**src/rtl/timer_counter.sv**
```systemverilog
// Down-counting timer: fetches a load value, counts it down once every DIV clocks, flags expiry.
// Latency: read_req one cycle after start; COUNT=N one cycle after CNT_EN; expiry N*DIV cycles later.
// Backpressure: holds read_req in FETCH until the master answers with CNT_EN; stop aborts at any time.
module timer_counter #(
  parameter int unsigned DIV = 4
) (
  input  logic       clk,
  input  logic       reset_n,
  input  logic       start,
  input  logic       stop,
  input  logic       auto_reload,
  input  logic       irq_clear,
  input  logic       CNT_EN,
  input  logic [7:0] LOAD_VALUE,
  output logic       read_req,
  output logic [7:0] COUNT,
  output logic       INTERRUPT,
  output logic       busy
);

  typedef enum logic [1:0] {
    S_IDLE   = 2'b00,
    S_FETCH  = 2'b01,
    S_COUNT  = 2'b10,
    S_EXPIRE = 2'b11
  } state_t;

  // Prescaler terminal value; DIV is limited to 1..255 so this fits 8 bits.
  localparam logic [7:0] PRESC_LAST = 8'(DIV - 1);

  state_t     state_q, state_d;
  logic       read_req_q, read_req_d;
  logic [7:0] count_q, count_d;
  logic       irq_q, irq_d;
  logic [7:0] presc_q, presc_d;
  logic       irq_set;

  // Next-state, count and prescaler decisions; stop overrides everything else.
  always_comb begin
    state_d    = state_q;
    read_req_d = read_req_q;
    count_d    = count_q;
    presc_d    = presc_q;
    irq_set    = 1'b0;

    unique case (state_q)
      S_IDLE: begin
        // CNT_EN arriving here is a late answer to an aborted fetch: ignore it.
        if (start) begin
          state_d    = S_FETCH;
          read_req_d = 1'b1;
        end
      end
      S_FETCH: begin
        if (CNT_EN) begin
          // Drop read_req on this edge so the master never sees a second request.
          read_req_d = 1'b0;
          count_d    = LOAD_VALUE;
          presc_d    = 8'd0;
          if (LOAD_VALUE != 8'd0) begin
            state_d = S_COUNT;
          end else begin
            state_d = S_EXPIRE;
            irq_set = 1'b1;
          end
        end
      end
      S_COUNT: begin
        if (presc_q == PRESC_LAST) begin
          presc_d = 8'd0;
          if (count_q != 8'd0) begin
            count_d = count_q - 8'd1;
          end
          if (count_q <= 8'd1) begin
            state_d = S_EXPIRE;
            irq_set = 1'b1;
          end
        end else begin
          presc_d = presc_q + 8'd1;
        end
      end
      S_EXPIRE: begin
        if (auto_reload) begin
          state_d    = S_FETCH;
          read_req_d = 1'b1;
        end else begin
          state_d = S_IDLE;
        end
      end
      default: state_d = S_IDLE;
    endcase

    if (stop) begin
      state_d    = S_IDLE;
      read_req_d = 1'b0;
      presc_d    = 8'd0;
      count_d    = count_q;
      irq_set    = 1'b0;
    end

    // A same-cycle expiry wins over irq_clear.
    irq_d = irq_set | (irq_q & ~irq_clear);
  end

  // State and output registers, asynchronously cleared.
  always_ff @(posedge clk or negedge reset_n) begin
    if (!reset_n) begin
      state_q    <= S_IDLE;
      read_req_q <= 1'b0;
      count_q    <= 8'h00;
      irq_q      <= 1'b0;
      presc_q    <= 8'd0;
    end else begin
      state_q    <= state_d;
      read_req_q <= read_req_d;
      count_q    <= count_d;
      irq_q      <= irq_d;
      presc_q    <= presc_d;
    end
  end

  assign read_req  = read_req_q;
  assign COUNT     = count_q;
  assign INTERRUPT = irq_q;
  assign busy      = (state_q != S_IDLE);

endmodule
```
**config.mk**
```make
export PLATFORM = sky130hd
export DESIGN_NAME = timer_counter
export DESIGN_NICKNAME = d
export VERILOG_FILES = /design/src/rtl/timer_counter.sv
export SDC_FILE = /design/constraint.sdc
export NUM_CORES = 1
export LEC_CHECK = 0
export ABC_AREA = 0
export CORE_MARGIN = 2
export CORE_UTILIZATION = 46
export DETAILED_ROUTE_END_ITERATION = 7
export GPL_ROUTABILITY_DRIVEN = 0
export HOLD_SLACK_MARGIN = 0.03
export PLACE_DENSITY = 0.81
export SYNTH_ARGS = -nofsm -noshare
export SYNTH_HDL_FRONTEND = slang
export SYNTH_SLANG_ARGS = --single-unit
```
**constraint.sdc**
```tcl
create_clock -name clk -period 1.9 [get_ports clk]
set_input_delay 0.38 -clock clk [delete_from_list [all_inputs] [get_ports clk]]
set_output_delay 0.38 -clock clk [all_outputs]
set_load 0.01 [all_outputs]
```
After elaboration in Yosys (flattened, before gate mapping). Cells that the tools add are included.

Register bits: 20. Input port bits: 15. Word-level logic and storage cells: 62.

Add/sub/neg operators: 2. Order comparisons: 1. Equal/unequal tests: 12. Multiplexer cells: 27. Bitwise gates (word level): 4. Reduce and logical (&&, ||, !) cells: 11.

Operator list (count): 8-bit two-way mux (6); 8-bit one-hot mux with 2 select lines (2); 8-bit nonzero test (2); 3-bit inequality test (second input constant) (5); 1-bit two-way mux (11); 2-bit two-way mux (5); 8-bit by 1-bit adder with 8-bit output (second input constant) (1); 8-bit by 2-bit equality test with 1-bit output (second input constant) (1); 8-bit by 1-bit less-or-equal comparator with 1-bit output (second input constant) (1); 2-bit one-hot mux with 4 select lines (1); 4-bit AND reduction (2); 8-bit by 1-bit subtractor with 8-bit output (second input constant) (1); 2-bit inequality test (second input constant) (3); 5-bit AND reduction (1); 2-bit equality test (second input constant) (2); 2-bit nonzero test (2); 4-bit nonzero test (1); 1-bit one-hot mux with 3 select lines (1); 3-bit nonzero test (1); 2-bit by 1-bit equality test with 1-bit output (second input constant) (1); 2-bit logical NOT (1); 1-bit NOT (2); 1-bit one-hot mux with 2 select lines (1); 2-bit AND reduction (1); 2 further kinds (2).

Depth between registers and ports, before layout.
Word-level depth: 6. Gate-level depth with buffers: 8. Gate-level depth less buffers: 7.

Least setup slack after synthesis. No wires, ideal clock.

Path type: register to register. Start point: register count_q[0] (netlist: COUNT[0]). End point: register count_q[3] (netlist: COUNT[3]). Setup time: 0.137 ns. Arrival time: 1.726 ns. Setup slack: 0.038 ns. Cell stages (with the launch flop): 8. Clock period less this slack: 1.862 ns. Cell sequence: dfrtp_1 inv_1 ha_1 or3b_2 o211ai_1 nor2b_1 mux2i_1 a21oi_1.

Word-level cells in the longest chain between the ends: 4. Elaborated cells on any way between the ends: 7. Those cells by class: add/sub: 1; eq/ne: 1; mux: 3; reduce/logical: 2.

RTL lines: start: declaration (RTL line 33) `logic [7:0] count_q, count_d;`; start signal: assignment (RTL line 116) `count_q <= count_d;`; 8-bit by 1-bit subtractor with 8-bit output (RTL line 72) `count_d = count_q - 8'd1;`; 8-bit two-way mux (RTL line 71) `if (count_q != 8'd0) begin`; 8-bit two-way mux (RTL line 69) `if (presc_q == PRESC_LAST) begin`; 8-bit one-hot mux with 2 select lines (RTL line 46) `unique case (state_q)`.

Several ways; a longest one is shown, not always the timed one. The select of a mux whose other input is x is not followed. A chain may end at the register's enable or synchronous reset.

Worst setup path after layout.
Start point: register count_q[6] (netlist: COUNT[6]). End point: register count_q[2] (netlist: COUNT[2]).

Word-level cells in the longest chain between the ends: 3.

RTL lines (RTL line): 8-bit nonzero test (71); 2-bit inequality test (no line); 5-bit AND reduction (no line).

No other way between the ends.

==> results by group <==
Outcome
  • Run status: finished, final reports clean

Worst hold path
  • Type of the tightest min-delay check: in2async

Logic synthesis
  • Synth Warn #: 0
  • Post-synth EDFFs: 0
  • Sequential cell area fraction in the yosys report: 0.3711
  • Number of distinct library cell variants in the gate-level netlist after synthesis: 42
  • Post-Synthesis Mean Instance Area: slightly above 9 um2
  • Net count after synthesis: 172
  • Portion of synthesized cell area occupied by the leading cell type: 0.3711
  • Count of state elements after synthesis: 20
  • Combined area of all synthesized cells: 1349 um2
  • Async set or reset register ratio after synthesis: 1.000
  • Cell types with the largest area share after synthesis: sky130_fd_sc_hd__dfrtp_1, sky130_fd_sc_hd__ha_1, sky130_fd_sc_hd__a21oi_1
  • Most used standard cell by instance count after synthesis: sky130_fd_sc_hd__dfrtp_1
  • Most common flop cell mapped by yosys: sky130_fd_sc_hd__dfrtp_1
  • Post-synthesis cell count: 149
  • Yosys top cell by area: sky130_fd_sc_hd__dfrtp_1
  • List of most frequent post-synthesis cells: sky130_fd_sc_hd__dfrtp_1, sky130_fd_sc_hd__nor2_1, sky130_fd_sc_hd__a21oi_1, sky130_fd_sc_hd__inv_1, sky130_fd_sc_hd__ha_1

Global routing
  • Number of global-route vias before repair: 1,367
  • Met2 Resource Use GR: 0.3994
  • Maximum number of pins on one net before global-route repair: 21
  • Global-route wire length before repair: ~6 mm
  • Gr ovfl total: 0
  • Layer with the highest usage: met2
  • Global-route total usage across every layer: 0.2381
  • Global routing met3 resource utilization: 0.03795
  • Initial antenna violation count: 0
  • GR Util met1: 0.3028

STA
  • Min Clock Period, post-route: 1851 ps
  • Actual transition at the worst max-transition pin: approximately 380 ps
  • Number of hold-slack violations in the final timing report: 0
  • Final Slew Violations: 0
  • Worst hold margin: 373.8 ps
  • Number of endpoints failing setup at the final stage: 0
  • Setup repair after global routing missed its margin: yes
  • Setup tns final: 0 ps
  • Achievable Freq: ~540 MHz
  • Clk_skew: between 9 and 10 ps
  • Relative slew margins: 0.7456
  • Period utilisation layout: 0.9744

CTS
  • Count of H-tree levels built during CTS: 1
  • Clock edge transition at the registers on the reported setup and hold paths: 130 ps
  • CTS tree: done
  • Clock Tree Root: sky130_fd_sc_hd__clkbuf_4
  • Clock tree buffer depth: 2
  • Hold Buf Count CTS: 0
  • Number of clock sinks: 20
  • Clk_lat worst skew: 320 ps
  • Number of CTS-inserted buffers: 3

Floorplanning
  • Die ar.: ~3400 um2
  • Chip width: around 58 um
  • Initial cell density of the core: 0.4849
  • Die boundary height: ~58 um
  • Cell Rows: 19
  • Placeable core area: about 2800 um2
  • Number of I/O pins: 26

Setup path
  • Max stage delay on crit path: ~450 ps
  • Worst path cell trace: buf_4 -> nor4_4 -> buf_4 -> nand2_1 -> a31oi_2 -> o21ai_0 -> o221a_2
  • Setup slack on the worst flop-to-flop path: just under 50 ps
  • Crit path launch type: flop
  • CP required: 2120 ps
  • Critical path capture point type: flop
  • Category of the most critical setup path: reg2reg
  • Worst-path cell with the longest stage delay: sky130_fd_sc_hd__dfrtp_1
  • Worst EP arrival: a little over 2000 ps
  • Highest net fanout along the worst path: 4
  • Cell mode on critical path: sky130_fd_sc_hd__buf_4

Detailed routing
  • Via total after detailed routing: 1,402
  • Initial DRT Pass Iterations: 4
  • Vias per cell: between 5 and 6
  • Final routed DRC violation total: 0
  • Routed Antenna Nets: 0
  • WL per Instance: around 16 um
  • Initial detailed-routing violation count: 85
  • WL final: approximately 3.8 mm

Finish
  • FF/Latch Area: ~500 um2
  • Total number of nets in the final design: about 230
  • Post-synthesis to final-layout area growth: 44.06%
  • Filler cells: between 200 and 250
  • Final cell count without fillers: ~240
  • Post-route cell area: roughly 1900 um2
  • Number of diodes: 0
  • Share of layout cells above drive strength 1: 0.2549
  • Total area of multi-input combinational cells: around 840 um2

Placed design
  • Dpl cell area: 1805 um2
  • Port Buffer Count: 25
  • HPWL Detailed: 2.748 mm
  • Number of placed cells counting well taps: 226

Job
  • Total of max-cap violations: 0

Power and ir drop
  • Static leakage: a little over 0.8 nW
  • P per Cell Area: 1313 nW/um2
  • Worst IR Drop VDD: between 0.001 and 0.0015 V
-- report_power, final --
part	switching (mW)	total, mW	internal, mW
Clock	0.149	0.363	0.214
Combinational	0.767	1.53	0.759
Sequential	0.112	0.662	0.550
-- metal layers --
metal	vias up	share of wire
met5	-	0
met3	15	0.054
li1	659	-
met1	666	0.42
met2	62	0.49
met4	0	0.038
-- cell type report --
class	instances	share of cell area
inverters	9	0.01739
flip-flops and latches	20	0.2582
clock inverters	1	0.01545
repair buffers	55	0.2440
clock buffers	3	0.01159
multi-input cells	116	0.4334
well taps	31	0.01996
-- cells by family (layout without fill, tap and decap cells) --
logic type,count (synthesis),after routing,share of synthesized area
AO/OA/AOI/OAI,39,39,0.1902
flip-flops,20,20,0.3711
AND/OR/NAND/NOR,59,59,0.2514
XOR/XNOR,4,4,0.02598
adder cells (fa/ha/maj),8,8,0.07421
buffers and inverters,13,68,0.03989
multiplexers,6,6,0.04731
-- flip-flops by register name, indices dropped and copies added (netlist names) --
| signal | flops |
|---|---|
| state_q | 2 |
| INTERRUPT | 1 |
| presc_q | 8 |
| COUNT | 8 |
| read_req | 1 |
-- final timing paths --
check | start | end | cells past startpoint
setup / recovery | COUNT[6] | COUNT[2] | 7
hold / removal | reset_n | presc_q[3] | 2
setup reg to reg | COUNT[6] | COUNT[2] | 7
hold reg to reg | read_req | read_req | 1
max in group asynchronous | reset_n | COUNT[5] | 2
min in group clk | read_req | read_req | 1
-- what timing repair did --
item | in CTS | in global routing
buffers inserted | 3 | 2
gates resized for setup | 1 | 11
endpoints found under the setup margin | 3 | 12
pin swaps | 1 | 3
-- critical path: cells and delay by family, from the launching register on --
family                 cells  cell delay (ps)
and+or+nand+nor            2              430
AOI/OAI and AO/OA          3              520
DFF                        1              450
buffers and inverters      2              340
-- placed cells by master (no fill, tap or decap), drive strengths merged, types with 3 or more instances in the layout --
cell,n
inv,9
nor4,3
mux2i,3
nand3,4
o21ai,5
dfrtp,20
mux2,3
clkbuf,3
ha,8
a21oi,14
nor3,4
o22ai,7
nand2b,7
nand2,7
buf,30
clkdlybuf4s50,24
nor2,17
nand4,6
-- through the flow --
step,worst slack [ps],total power [mW],utilization
2_1_floorplan,37.80,1.395,-
3_3_place_gp,13.18,2.013,0.6491
3_5_place_dp,-48.06,2.076,0.6491
4_1_cts,13.00,2.459,0.6757
5_1_grt,-39.56,2.727,0.6986
6_report,48.70,2.551,0.6986
No activity file was read; power rests on OpenSTA's default activity.
